`src/rtl/spi_ram.sv`:
```
// Command-driven byte memory behind the SPI slave: 10-bit words carry a 2-bit opcode
// plus payload, with independent auto-incrementing write and read pointers.
module spi_ram #(
    parameter int MEM_DEPTH = 256,
    parameter int ADDR_SIZE = 8
) (
    input  logic       clk,
    input  logic       rst,
    input  logic [9:0] din,
    input  logic       rx_valid,
    output logic [7:0] dout,
    output logic       tx_valid,
    output logic       cmd_err
);

    typedef enum logic {WR_IDLE, WR_ARMED} wr_state_t;
    typedef enum logic {RD_IDLE, RD_ARMED} rd_state_t;

    localparam logic [1:0] OP_WR_ADDR = 2'b00;
    localparam logic [1:0] OP_WR_DATA = 2'b01;
    localparam logic [1:0] OP_RD_ADDR = 2'b10;
    localparam logic [1:0] OP_RD_DATA = 2'b11;

    logic [7:0]           mem [MEM_DEPTH];
    logic [ADDR_SIZE-1:0] wr_addr;
    logic [ADDR_SIZE-1:0] rd_addr;
    wr_state_t            wr_state;
    rd_state_t            rd_state;

    logic [1:0] op;
    logic       wr_en;

    assign op    = din[9:8];
    assign wr_en = !rst && rx_valid && (op == OP_WR_DATA) && (wr_state == WR_ARMED);

    // Storage has no reset so contents survive rst; rst still blocks the write.
    always_ff @(posedge clk) begin
        if (wr_en)
            mem[wr_addr] <= din[7:0];
    end

    always_ff @(posedge clk) begin
        if (rst) begin
            wr_addr  <= '0;
            rd_addr  <= '0;
            wr_state <= WR_IDLE;
            rd_state <= RD_IDLE;
            dout     <= 8'h00;
            tx_valid <= 1'b0;
            cmd_err  <= 1'b0;
        end else begin
            tx_valid <= 1'b0;
            cmd_err  <= 1'b0;
            if (rx_valid) begin
                case (op)
                    OP_WR_ADDR: begin
                        wr_addr  <= din[ADDR_SIZE-1:0];
                        wr_state <= WR_ARMED;
                    end
                    OP_WR_DATA: begin
                        if (wr_state == WR_ARMED)
                            wr_addr <= wr_addr + ADDR_SIZE'(1);
                        else
                            cmd_err <= 1'b1;
                    end
                    OP_RD_ADDR: begin
                        rd_addr  <= din[ADDR_SIZE-1:0];
                        rd_state <= RD_ARMED;
                    end
                    OP_RD_DATA: begin
                        if (rd_state == RD_ARMED) begin
                            dout     <= mem[rd_addr];
                            tx_valid <= 1'b1;
                            rd_addr  <= rd_addr + ADDR_SIZE'(1);
                        end else begin
                            cmd_err <= 1'b1;
                        end
                    end
                    default: ;
                endcase
            end
        end
    end

endmodule

```
`config.mk`:
```
export PLATFORM = sky130hd
export DESIGN_NAME = spi_ram
export DESIGN_NICKNAME = d
export VERILOG_FILES = /design/src/rtl/spi_ram.sv
export SDC_FILE = /design/constraint.sdc
export NUM_CORES = 2
export LEC_CHECK = 0
export CAP_MARGIN = 25
export CORE_MARGIN = 2
export CORE_UTILIZATION = 50
export CTS_BUF_LIST = sky130_fd_sc_hd__clkbuf_2 sky130_fd_sc_hd__clkbuf_4 sky130_fd_sc_hd__clkbuf_8
export DETAILED_ROUTE_END_ITERATION = 12
export PLACE_DENSITY = 0.65
export SETUP_SLACK_MARGIN = 0.02
export SLEW_MARGIN = 5
export SYNTH_ARGS = -nofsm -noshare
export SYNTH_HDL_FRONTEND = slang
export SYNTH_SLANG_ARGS = --single-unit
```
`constraint.sdc`:
```
create_clock -name clk -period 4.25 [get_ports clk]
set_input_delay 0.6375 -clock clk [delete_from_list [all_inputs] [get_ports clk]]
set_output_delay 0.6375 -clock clk [all_outputs]
set_load 0.02 [all_outputs]
```
==> results.py <==
metrics = {
    "grt": {
        "grt_pass1_vias": 41200,
        "antenna_found_initial": 6,
        "grt_max_degree": 130,
        "globalRoute.totalOverflow": 0,
        "grt_pass1_wl_um": 292000,
        "grtUsageTotal": 0.248,
    },
    "worst_setup_path": {
        "cp_common_cell": "a211oi_1",
        "cp-end-kind": "flop",
        "worstPathMaxFanout": 41,
        "crit_arrival_ns": 4.89,
        "crit_buf_inv": 2,
        "path_delay_family": "compound AO/OA/AOI/OAI gates",
        "worst_setup_path_start_kind": "flop",
        "cp_cell_sequence": "buf_12, nor2_4, buf_4, a221oi_1, a22oi_1, nor3_1, a211oi_1, a211oi_1, a211o_1",
        "crit_type": "reg2reg",
        "cp_data_required_time_ns": 5.22,
        "critPathSlowestCell": "a211oi_1",
        "r2r_slack_ns": 0.33,
        "max_stage_delay_ns": 0.91,
    },
    "die": {
        "dieHeight_um": 406,
        "dieArea_um2": 165000,
        "die_width_um": 406,
        "core-area_um2": 161000,
        "io_pins": 23,
        "start_util": 0.504,
        "num_rows": 147,
    },
    "clock_network": {
        "postCtsSetupBuffers": 0,
        "cts_root_buf": "clkbuf_8",
        "cts.sinks": 2076,
        "clk_pin_slew_ns": 0.06,
        "postCtsResizedCells": 0,
        "cts_buffers": 345,
        "worstSkewPairLatency_ns": 1.04,
        "cts_tree": "done",
        "ctsHoldBuffers": 0,
        "ctsLongestPathBuffers": 4,
        "h-tree-depth": 5,
    },
    "finish": {
        "syn_to_final_growth_pct": 13.2,
        "final_core_util": 0.570,
        "nets": 4316,
        "stdcell_count": 6714,
        "drive_gt1_frac": 0.277,
    },
    "logic_synthesis": {
        "synth_cells": 3921,
        "synth_edf_count": 2048,
        "netlist-cell-type-count": 50,
        "synth_flop_cell": "edfxtp_1",
        "synthArstFlopShare": 0,
        "synth_top_area_frac": 0.760,
        "synth_area_um2": 80900,
        "synth-seq-area-share": 0.767,
        "synth_largest_area_cell": "edfxtp_1",
        "yosysMostFrequentCell": "edfxtp_1",
        "synth_common_cells": "edfxtp_1, mux4_2, nor2_1",
        "syn_nets": 3939,
        "ys.warnings.count": 0,
        "synth_area_per_cell_um2": 20.6,
        "yosys-top-cells-area": "edfxtp_1, mux4_2, mux2i_1",
        "synth-seq-cells": 2076,
    },
    "detailed_routing": {
        "first_pass_iters": 5,
        "vias_per_cell": 6.11,
        "drtIter0Drc": 5083,
        "drc": 0,
        "wl_per_cell_um": 30.1,
        "via_count": 41000,
        "drtAntennaViolNets": 0,
        "wl_um": 202000,
    },
    "place": {
        "dp.cells": 6108,
        "place_congestion": 0.896,
        "portBuffers": 22,
        "place_hpwl_um": 124000,
    },
    "sta": {
        "fmax_mhz": 255,
        "period_share": 0.921,
        "hold_viol": 0,
        "slew_headroom": 0.293,
        "finalMaxSlewViolations": 0,
        "fin_setup_tns_ns": 0,
        "hold_slack_ns": 0.0888,
        "grt_setup_unrepaired": "no",
        "fin_crit_ns": 3.92,
        "tightest_slew_ns": 1.06,
        "setup_violations": 0,
        "finalClockSkew_ns": 0.0612,
    },
    "power_and_ir_drop": {
        "p_leak_nw": 27.8,
        "power_density_nw_per_um2": 450,
        "power_mw": 41.2,
        "irDropWorstVdd_mv": 0.390,
    },
    "run_status": {
        "status": "finished clean",
    },
    "flow_run": {
        "cap_violations": 0,
    },
    "worst_hold_path": {
        "hp-class": "in2reg",
    },
}
==> metrics by stage <==
step | instance area (um2) | worst slack, ns
2_1_floorplan | 80900 | 1.60
3_3_place_gp | 84900 | 0.215
3_5_place_dp | 85000 | 0.168
4_1_cts | 91500 | 0.513
5_1_grt | 91500 | 0.282
6_report | 91500 | 0.334
==> kinds of logic (layout without fill, tap and decap cells) <==
family	Yosys count	after routing	share of synthesized area
compound gates	346	346	0.0302
simple gates	558	558	0.0301
flops	2076	2076	0.767
mux	688	688	0.156
buf+inv	248	877	0.0156
fa+ha+maj	5	5	0.000773
other cells	0	4	0
==> cell usage in the layout, fill, tap and decap left out, drive strengths merged, types with 8 or more instances in the layout <==
cell type | synthesis | routed
a221oi | 29 | 29
nand3 | 21 | 21
a22oi | 127 | 127
a22o | 10 | 10
a21oi | 51 | 51
nor3 | 70 | 70
and2 | 8 | 8
clkbuf | 124 | 457
a221o | 10 | 10
o221ai | 17 | 17
o21ai | 44 | 44
clkinv | 1 | 130
a31oi | 20 | 20
a211oi | 17 | 17
mux4 | 457 | 457
clkdlybuf4s50 | 0 | 14
bufinv | 0 | 10
dfxtp | 28 | 28
nand2 | 72 | 72
nand2b | 31 | 31
mux2i | 217 | 217
buf | 118 | 257
nand3b | 8 | 8
mux2 | 14 | 14
edfxtp | 2048 | 2048
nor2 | 311 | 311
nor2b | 16 | 16
==> registers in the layout, summed over array words and instances, names as in the netlist <==
name      cells
mem        2048
rd_addr       8
tx_valid      1
wr_addr       8
dout          8
cmd_err       1
rd_state      1
wr_state      1
==> final timing paths <==
kind / start / endpoint / depth (start not counted)
hold reg to reg: wr_state$_SDFFE_PP0P_ / wr_state$_SDFFE_PP0P_ / 2
setup / recovery: rd_addr[1]$_SDFFE_PP0P_ / dout[4]$_SDFFE_PP0P_ / 9
setup reg to reg: rd_addr[1]$_SDFFE_PP0P_ / dout[4]$_SDFFE_PP0P_ / 9
hold / removal: din[6] / mem[143][6]$_DFFE_PP_ / 1
==> cell type report <==
| type | count | area, um2 |
|---|---|---|
| fillers | 11800 | 69000 |
| flip-flops and latches | 2076 | 62100 |
| multi-input cells | 1597 | 17600 |
| clock buffers | 456 | 5660 |
| well taps | 2160 | 2700 |
| repair buffers | 272 | 2570 |
| clock inverters | 143 | 860 |
| inverters | 6 | 22.5 |
| diodes | 4 | 10.0 |
==> metal layers <==
layer  track usage  share of wire
met3        0.0538          0.085
met4        0.0845          0.031
met5             0        0.00015
met2         0.385           0.48
met1         0.351           0.41
==> power by group <==
| group | internal, mW | leakage [nW] | switching, mW | total [mW] |
|---|---|---|---|---|
| combinational | 0.657 | 5.76 | 1.15 | 1.81 |
| sequential | 22.5 | 18.6 | 0.0411 | 22.5 |
| clock | 9.22 | 3.45 | 7.65 | 16.9 |
Note: power is estimated with default switching activity, not from simulation.
